<file path="src/rtl/ctrl_event_dispatcher.sv">
// ctrl_event_dispatcher: steers one multi-field AXI-Stream event atomically to
// one of D_COUNT handler replicas, by round-robin (MODE 0) or least-loaded
// credit selection (MODE 1). Data path is combinational; selection costs one
// idle cycle per event.

// Per-replica outstanding-event counter with sticky underflow flag.
module ctrl_event_dispatcher_credit #(
  parameter int CNT_W           = 3,
  parameter int MAX_OUTSTANDING = 4
) (
  input  logic             clk,
  input  logic             rst,
  input  logic             inc,
  input  logic             dec,
  output logic [CNT_W-1:0] cnt,
  output logic             err
);

  // Simultaneous inc/dec cancels; a done on an empty counter flags an error
  // and leaves the count at zero.
  always_ff @(posedge clk or negedge rst) begin
    if (!rst) begin
      cnt <= '0;
      err <= 1'b0;
    end else begin
      if (dec && cnt == '0) err <= 1'b1;
      if (inc && !dec && cnt != CNT_W'(MAX_OUTSTANDING))
        cnt <= cnt + CNT_W'(1);
      else if (dec && !inc && cnt != '0)
        cnt <= cnt - CNT_W'(1);
    end
  end

endmodule

// Top: event FSM, replica selection, per-field completion tracking.
module ctrl_event_dispatcher #(
  parameter int D_COUNT         = 3,
  parameter int F_COUNT         = 5,
  parameter int FIELD_WIDTH     = 64,
  parameter int MODE            = 0,
  parameter int MAX_OUTSTANDING = 4,
  parameter int SEL_W           = $clog2(D_COUNT),
  parameter int CNT_W           = $clog2(MAX_OUTSTANDING + 1)
) (
  input  logic                                   clk,
  input  logic                                   rst,
  input  logic [F_COUNT*FIELD_WIDTH-1:0]         s_tdata,
  input  logic [F_COUNT-1:0]                     s_tvalid,
  output logic [F_COUNT-1:0]                     s_tready,
  input  logic [FIELD_WIDTH/8-1:0]               s_tkeep,
  input  logic                                   s_tlast,
  output logic [D_COUNT*F_COUNT*FIELD_WIDTH-1:0] m_tdata,
  output logic [D_COUNT*F_COUNT-1:0]             m_tvalid,
  input  logic [D_COUNT*F_COUNT-1:0]             m_tready,
  output logic [D_COUNT*FIELD_WIDTH/8-1:0]       m_tkeep,
  output logic [D_COUNT-1:0]                     m_tlast,
  input  logic [D_COUNT-1:0]                     done_in,
  output logic [SEL_W-1:0]                       cur_sel,
  output logic                                   busy,
  output logic                                   credit_err
);

  typedef enum logic {IDLE = 1'b0, XFER = 1'b1} state_t;

  state_t                          state, state_d;
  logic [F_COUNT-1:0]              field_done, field_done_d;
  logic [SEL_W-1:0]                sel_d, rr_ptr, rr_d;
  logic [D_COUNT-1:0][CNT_W-1:0]   cnt;
  logic [D_COUNT-1:0]              lane_err;
  logic [D_COUNT-1:0]              elig, inc, dec;
  logic [D_COUNT-1:0][F_COUNT-1:0] m_rdy;
  logic [F_COUNT-1:0]              sel_rdy, hs, fin;
  logic                            found, dispatch;
  logic [SEL_W-1:0]                pick;
  logic [CNT_W-1:0]                best;
  int                              idx;

  assign busy       = (state == XFER);
  assign credit_err = |lane_err;

  // Payload is broadcast; only the valids are steered.
  assign m_tdata = {D_COUNT{s_tdata}};
  assign m_tkeep = {D_COUNT{s_tkeep}};
  assign m_tlast = {D_COUNT{s_tlast}};
  assign m_rdy   = m_tready;

  // Ready seen by each field comes from the owning replica's matching channel.
  always_comb begin
    sel_rdy = m_rdy[cur_sel];
  end

  assign s_tready = busy ? (~field_done & sel_rdy) : '0;
  assign hs       = s_tvalid & s_tready;

  // Field 0 only completes on its tlast beat; other fields are single-beat.
  always_comb begin
    fin    = hs;
    fin[0] = hs[0] & s_tlast;
  end

  // Per-replica valid steering, credit counters and credit strobes.
  for (genvar r = 0; r < D_COUNT; r++) begin : g_rep
    assign m_tvalid[r*F_COUNT +: F_COUNT] =
      (busy && cur_sel == SEL_W'(r)) ? (s_tvalid & ~field_done) : '0;
    assign inc[r] = (MODE != 0) && dispatch && (pick == SEL_W'(r));
    assign dec[r] = (MODE != 0) && done_in[r];

    ctrl_event_dispatcher_credit #(
      .CNT_W          (CNT_W),
      .MAX_OUTSTANDING(MAX_OUTSTANDING)
    ) u_credit (
      .clk(clk),
      .rst(rst),
      .inc(inc[r]),
      .dec(dec[r]),
      .cnt(cnt[r]),
      .err(lane_err[r])
    );
  end

  // Replica choice: scan from rr_ptr with wrap; MODE 0 takes the first
  // eligible, MODE 1 the lowest count (strict '<' keeps the earliest on ties).
  always_comb begin
    found = 1'b0;
    pick  = '0;
    best  = '0;
    idx   = 0;
    for (int r = 0; r < D_COUNT; r++)
      elig[r] = (MODE == 0) || (cnt[r] < CNT_W'(MAX_OUTSTANDING));
    for (int k = 0; k < D_COUNT; k++) begin
      idx = int'(rr_ptr) + k;
      if (idx >= D_COUNT) idx = idx - D_COUNT;
      if (elig[idx] && (!found || (MODE != 0 && cnt[idx] < best))) begin
        found = 1'b1;
        pick  = SEL_W'(idx);
        best  = cnt[idx];
      end
    end
  end

  // Next-state: IDLE picks a replica when work and credit exist; XFER runs
  // until every field has completed (including completions this cycle).
  always_comb begin
    state_d      = state;
    field_done_d = field_done;
    sel_d        = cur_sel;
    rr_d         = rr_ptr;
    dispatch     = 1'b0;
    case (state)
      IDLE: begin
        if (|s_tvalid && found) begin
          state_d  = XFER;
          sel_d    = pick;
          rr_d     = (pick == SEL_W'(D_COUNT - 1)) ? '0 : pick + SEL_W'(1);
          dispatch = 1'b1;
        end
      end
      XFER: begin
        if (&(field_done | fin)) begin
          state_d      = IDLE;
          field_done_d = '0;
        end else begin
          field_done_d = field_done | fin;
        end
      end
      default: state_d = IDLE;
    endcase
  end

  // State, completion mask, owner and rotation pointer registers.
  always_ff @(posedge clk or negedge rst) begin
    if (!rst) begin
      state      <= IDLE;
      field_done <= '0;
      cur_sel    <= '0;
      rr_ptr     <= '0;
    end else begin
      state      <= state_d;
      field_done <= field_done_d;
      cur_sel    <= sel_d;
      rr_ptr     <= rr_d;
    end
  end

endmodule

</file>
<file path="config.mk">
export PLATFORM = sky130hd
export DESIGN_NAME = ctrl_event_dispatcher
export DESIGN_NICKNAME = d
export VERILOG_FILES = /design/src/rtl/ctrl_event_dispatcher.sv
export SDC_FILE = /design/constraint.sdc
export NUM_CORES = 1
export LEC_CHECK = 0
export ABC_AREA = 1
export BUFFER_PORTS_ARGS = -buffer_cell sky130_fd_sc_hd__buf_2
export CAP_MARGIN = 20
export CORE_AREA = 2 2 536 538
export CTS_CLUSTER_DIAMETER = 200
export DETAILED_ROUTE_END_ITERATION = 16
export DIE_AREA = 0 0 538 540
export GPL_TIMING_DRIVEN = 0
export SYNTH_ARGS = -nofsm -noshare
export SYNTH_HDL_FRONTEND = slang
export SYNTH_SLANG_ARGS = --single-unit
</file>
<file path="constraint.sdc">
create_clock -name clk -period 2.2 [get_ports clk]
set_input_delay 0.55 -clock clk [delete_from_list [all_inputs] [get_ports clk]]
set_output_delay 0.55 -clock clk [all_outputs]
set_load 0.02 [all_outputs]
</file>
==> results of run 1 <==
[synth_stat cells]
library cell	number
nor4_1	1
nor2_4	1
nand2_2	1
o211ai_1	1
nand2_1	37
inv_1	13
nand3_1	23
ha_1	4
conb_1	1
o22ai_1	1
inv_2	2
a21oi_1	3
buf_6	1
nand3_2	1
nor2_1	23
buf_4	989
nor2_2	2
dfrtp_1	9
o21ai_2	1
buf_2	1
[area by class of cell]
type                       count  area (µm²)  share of cell area [%]
buffer                       991        7440                    40.4
timing repair buffer        1032        5180                    28.1
tap                         3762        4710                    25.5
multi-input combinational    100         483                    2.62
antenna                      101         253                    1.37
sequential                     9         228                    1.24
clock buffer                   4        78.8                   0.428
inverter                      15        56.3                   0.305
[state kept, by name, indices dropped and copies added (netlist names)]
name,flops
busy,1
cur_sel,1
field_done,5
rr_ptr,2
[how the worst max path moves through the flow]
stage	end	slack, ns	cells past startpoint
after detailed placement	s_tready[4]	0.10	7
after floorplan	s_tready[4]	0.39	6
after global routing	s_tready[2]	0.0008	7
after global placement	s_tready[4]	0.14	7
after CTS	s_tready[4]	0.01	7
final	s_tready[4]	0.08	7
[worst max-delay path, delay by kind of cell (launching register included)]
family | cells | cell delay, ns
DFF | 1 | 0.44
buffers and inverters | 2 | 0.32
and+or+nand+nor | 5 | 0.55
[per-stage QoR]
step / std cells / hold WS, ns / total power [mW] / cell area [µm²]
after floorplan: 1115 / 0.254 / 3.67 / 8200
after global placement: 5909 / 0.418 / 5.57 / 18100
after detailed placement: 5909 / 0.418 / 5.60 / 18100
after CTS: 5913 / 0.162 / 5.98 / 18200
after global routing: 5944 / 0.173 / 6.27 / 18300
final: 6014 / 0.158 / 5.91 / 18400
[power by group through the flow]
| stage | clock network [mW] | logic (mW) | registers, mW |
|---|---|---|---|
| floorplan | 0 | 3.33 | 0.333 |
| global placement | 0 | 5.23 | 0.343 |
| detailed placement | 0 | 5.25 | 0.349 |
| CTS | 0.336 | 5.29 | 0.352 |
| global route | 0.345 | 5.56 | 0.366 |
| finish | 0.331 | 5.23 | 0.353 |
[layer usage]
layer,global-route usage [%],vias up
met3,5.03,232
li1,-,4592
met2,14.5,1379
met4,3.31,42
met1,12.4,5107
met5,0.0999,-
[timing repair]
item / in CTS / in global routing
endpoints found under the setup margin: 9 / 4
endpoints found under the hold margin: 0 / 0
resized for setup: 6 / 5
pin swaps: 0 / 1
setup buffers: 0 / 0
[kinds of logic after synthesis]
| family | after synthesis | synth area share [%] |
|---|---|---|
| compound gates | 6 | 0.458 |
| simple gates | 89 | 4.71 |
| flops | 9 | 2.75 |
| buf+inv | 1006 | 91.4 |
| fa+ha+maj | 4 | 0.610 |
| other cells | 1 | 0.0457 |
==> impl_metrics.toml, run 1 <==
[clock_network]
clk_path_buf_depth = 2
cts_hold_buf = 0
clk_latency_ns = 0.24
h-tree-depth = 1
cts_buffers = 3
clkTransAtPathRegs_ns = 0.04
cts.sinks = 9
cts_tree = "done"
cts_root_buf = "clkbuf_16"

[sta]
fin_ws_ns = 0.0824
finalSetupViolations = 0
skew_ns = 0.000676
period_share_pct = 96.3
hold_violations = 0
slew_viol_final = 0
max_freq_mhz = 472
rsz0062_at_grt = "no"
period_minus_slack_ns = 2.12
setup_tns_ns = 0

[power]
seq_power_share_pct = 6.0
power_frac_comb_pct = 88.4
clkPwrFrac_pct = 5.6
worst_ir_drop_vdd_v = 0.000337
cell_internal_pwr_mw = 2.57
pwr_density_cell_nw_per_um2 = 321
sw_frac_of_total_pct = 56.5
leakage_nw = 9.32
switching_power_mw = 3.34

[drt]
drtIter0Drc = 643
dr_wl_met2_mm = 62.0
wl_met3_mm = 19.5
wl_mm = 153
highest_layer = "met5"
drtPass1Iterations = 5
drc_errors = 0
via_per_inst = 1.89
wire_per_inst_um = 25.5
routedLengthMet1_mm = 65.3
ant_nets = 0
vias = 11352

[synth]
yosys_warnings = 0
synthCells = 1115
ys_seq_elements = 9
synth_cell_types = 20
synthTopCellsByArea = "buf_4, dfrtp_1, nand2_1"
synth_area_um2 = 8200
synth_top_area_share_pct = 90.5
yosys.area.top_type = "buf_4"
avgSynthCellArea_um2 = 7.35
seq_area_frac_synth_pct = 2.75
syn-num-nets = 1473

[critical_path]
crit_path_end_kind = "output pin"
cp_slowest_cell = "dfrtp_2"
crit_top_cell = "buf_6"
r2r_end = "rr_ptr[1]$_DFFE_PN0P_"
crit_type = "register to output pin"
cp_data_required_time_ns = 1.65
worstSetupStartpointType = "register"
crit_chain = "buf_6 > nor2_4 > nand2_1 > nand3_1 > nand2_2 > nor2_2 > buf_6"
path_max_fanout = 9
r2r_cells = 7
worst-endpoint-arrival_ns = 1.57
reg2reg_slack_ns = 0.45
r2r_start = "rr_ptr[1]$_DFFE_PN0P_"
crit_path_max_incr_delay_ns = 0.44
crit_start = "rr_ptr[1]$_DFFE_PN0P_"

[place]
dp.final_hpwl_mm = 147
gp_congestion = 1.02
port_buffers = 1032
dpl_worst_slack_ns = 0.102

[layout]
drive_above_1_share_pct = 94.7
layout_commonest_cell = "buf_2"
layout_common_cells = "buf_2, buf_4, nand2_1"
synthToLayoutAreaGrowth_pct = 125
fin_util_pct = 6.48
fillers = 33688
nets = 2510

[floorplan]
io_pins = 1365
core-area_um2 = 284000
die_h_um = 540
initial_utilization_pct = 2.88
die_w_um = 538
rows = 196
die_area_um2 = 291000

[run]
cap_violations = 0

[min_path]
hp-class = "primary input to asynchronous set/reset pin"

[grt]
antenna_found_initial = 137
grt_max_degree = 11
overflow = 0
grt_pass1_wl_mm = 169
grt.total_usage_pct = 9.92
grt_pass1_vias = 9523

[run_status]
status = "finished clean"
Power figures use the tool's default switching activity.
==> inputs of run 2 (changes only) <==
--- a/config.mk
+++ b/config.mk
@@ -5,13 +5,13 @@
 export SDC_FILE = /design/constraint.sdc
 export NUM_CORES = 1
 export LEC_CHECK = 0
-export ABC_AREA = 1
+export ABC_AREA = 0
 export BUFFER_PORTS_ARGS = -buffer_cell sky130_fd_sc_hd__buf_2
 export CAP_MARGIN = 20
-export CORE_AREA = 2 2 536 538
+export CORE_AREA = 2 2 538 540
 export CTS_CLUSTER_DIAMETER = 200
 export DETAILED_ROUTE_END_ITERATION = 16
-export DIE_AREA = 0 0 538 540
+export DIE_AREA = 0 0 540 542
 export GPL_TIMING_DRIVEN = 0
 export SYNTH_ARGS = -nofsm -noshare
 export SYNTH_HDL_FRONTEND = slang
==> impl_metrics.toml, run 2 <==
[power]
power_frac_comb_pct = 90.4
leakage_nw = 9.39
worst_ir_drop_vdd_v = 0.000197
seq_power_share_pct = 4.7
switching_power_mw = 3.60
sw_frac_of_total_pct = 54.6
cell_internal_pwr_mw = 2.99
pwr_density_cell_nw_per_um2 = 346
clkPwrFrac_pct = 4.9

[clock_network]
h-tree-depth = 1
clk_latency_ns = 0.24
cts_buffers = 3
clk_path_buf_depth = 2
cts.sinks = 9
clkTransAtPathRegs_ns = 0.04
cts_tree = "done"
cts_root_buf = "clkbuf_16"
cts_hold_buf = 0

[drt]
via_per_inst = 1.85
wire_per_inst_um = 26.4
wl_mm = 160
ant_nets = 0
drtPass1Iterations = 6
drc_errors = 0
drtIter0Drc = 695
vias = 11138

[layout]
largest_register_ffs = 5
fillers = 33846
synthToLayoutAreaGrowth_pct = 131
regMostFlops = "field_done"
layout_commonest_cell = "buf_2"
multi_input_area_um2 = 773
drive_above_1_share_pct = 97.1
final_cell_area_um2 = 19100
layout_common_cells = "buf_2, buf_4, buf_6"
seq_area_um2 = 229
reg_top3 = "field_done: 5 flops, rr_ptr: 2 flops"
fin_util_pct = 6.65
nets = 2508

[critical_path]
crit_chain = "buf_12 > mux2i_4 > o21ai_4 > nand2_1 > nor2_2 > buf_6"
crit_type = "register to output pin"
crit_path_end_kind = "output pin"
crit_path_max_incr_delay_ns = 0.40
worstSetupStartpointType = "register"
worst-endpoint-arrival_ns = 1.82
r2r_start = "rr_ptr[1]$_DFFE_PN0P_"
cp_slowest_cell = "dfrtp_1"
reg2reg_slack_ns = 0.13
r2r_cells = 7
worst-path-buf-inv = 2
cp_top_family = "flip-flops"
r2r_end = "cur_sel[1]$_DFFE_PN0P_"
cp_data_required_time_ns = 1.65
path_max_fanout = 6

[synth]
yosys.area.top_type = "buf_4"
yosysMostFrequentCell = "buf_4"
synthMuxAreaShare_pct = 0.742
ys_seq_elements = 9
synth_top_area_share_pct = 89.9
seq_area_frac_synth_pct = 2.72
synthCells = 1095
yosys_warnings = 0
ys_dominant_reg_cell = "dfrtp_1"
avgSynthCellArea_um2 = 7.55
synth_top_family_by_area = "buffers and inverters"
async_flop_share_pct = 100
synth_common_cells = "buf_4, nor2_1, nand2_1"
synth-xor-area-share_pct = 0
syn-num-nets = 1453
synth_adder_area_share_pct = 0.606
synth-compound-area-share_pct = 1.74
synthSimpleGateAreaFrac_pct = 3.48
synth_cell_types = 34
synth-edff-count = 0
synth_area_um2 = 8270
synthTopCellsByArea = "buf_4, dfrtp_1, nor2_1"

[place]
port_buffers = 1032
dpl_worst_slack_ns = -0.727
dp.final_hpwl_mm = 153
post_dp_cell_area_um2 = 18200
gp_congestion = 1.01

[floorplan]
io_pins = 1365
die_h_um = 542
die_area_um2 = 293000
initial_utilization_pct = 2.88
rows = 197
die_w_um = 540
core-area_um2 = 287000

[sta]
skew_ns = 0.00106
hold_ws_ns = 0.167
period_minus_slack_ns = 2.37
finalSetupViolations = 6
rsz0062_at_grt = "yes"
hold_violations = 0
fin_ws_ns = -0.170
max_freq_mhz = 422
slew_headroom_pct = 59.8
setup_tns_ns = -0.431
tightest_slew_ns = 0.598
slew_viol_final = 0
period_share_pct = 108

[run]
cap_violations = 0

[grt]
grt_pass1_vias = 9597
grt_pass1_wl_mm = 177
grt.total_usage_pct = 10.3
antenna_found_initial = 138
grt_max_degree = 11
overflow = 0

[min_path]
hp-class = "primary input to asynchronous set/reset pin"

[run_status]
violations = "negative setup slack"
status = "finished, violations left"
run 2: changes by cell type after synthesis, sizes merged, moves of 5 or more:
cell / change
nand3: -24
o21ai: +5
inv: -8
nand2: -25
nor3: +5
mux2i: +5
run 2: routing by layer:
layer | vias to the layer above | routed length [µm] | track usage, %
li1 | 4615 | - | -
met1 | 4962 | 65100 | 12.2
met2 | 1311 | 67700 | 15.6
met3 | 212 | 19900 | 5.37
met4 | 38 | 6620 | 4.27
met5 | - | 265 | 0.164
run 2: cell type report:
| type | instances | share of cell area [%] |
|---|---|---|
| repair buffers | 1050 | 28.7 |
| multi-input cells | 85 | 4.05 |
| well taps | 3781 | 24.8 |
| inverters | 7 | 0.157 |
| plain buffers | 994 | 39.3 |
| clock buffers | 4 | 0.413 |
| flip-flops and latches | 9 | 1.20 |
| diodes | 106 | 1.39 |
run 2: metrics by stage:
stage	total power, mW	cells
2_1_floorplan	3.61	1095
3_3_place_gp	5.67	5908
3_5_place_dp	5.70	5909
4_1_cts	6.55	5925
5_1_grt	6.95	5965
6_report	6.59	6036
run 2: power groups by stage:
stage | Clock [mW] | Sequential (mW) | Combinational [mW]
after floorplan | 0 | 0.305 | 3.30
after global placement | 0 | 0.329 | 5.34
after CTS | 0.330 | 0.305 | 5.92
final | 0.323 | 0.311 | 5.96
after global routing | 0.342 | 0.321 | 6.29
after detailed placement | 0 | 0.335 | 5.37
run 2: worst max-delay path by stage:
stage                                       from     endpoint  slack [ns]  depth (start not counted)
after detailed placement            m_tready[11]  s_tready[1]       -0.73                          6
after CTS                 cur_sel[1]$_DFFE_PN0P_  s_tready[2]       -0.20                          6
after global routing       rr_ptr[1]$_DFFE_PN0P_  s_tready[3]       -0.19                          7
after global placement              m_tready[11]  s_tready[1]       -0.72                          6
final                     cur_sel[1]$_DFFE_PN0P_  s_tready[1]       -0.17                          6
after floorplan                   busy$_DFF_PN0_  s_tready[3]        0.16                          3
run 2: worst register-to-register path: cells and delay by family, from the launching register on:
family | cells | cell delay, ns
multiplexers | 1 | 0.35
adder cells (fa/ha/maj) | 1 | 0.31
AO/OA/AOI/OAI | 2 | 0.40
buffers and inverters | 3 | 0.48
flip-flops | 1 | 0.43
run 2: what timing repair did:
item,4_1_cts,5_1_grt
cloned,0,0
buffers inserted,12,5
pin swaps,8,7
setup endpoints to repair,29,20
resized for setup,84,25
hold endpoints to repair,0,0
run 2: cells by family (layout without fill, tap and decap cells):
family | count (synthesis) | after routing
buffers and inverters | 1001 | 2055
AND/OR/NAND/NOR | 56 | 56
AO/OA/AOI/OAI | 18 | 18
flip-flops | 9 | 9
multiplexers | 6 | 6
adder cells (fa/ha/maj) | 4 | 4
other | 1 | 107
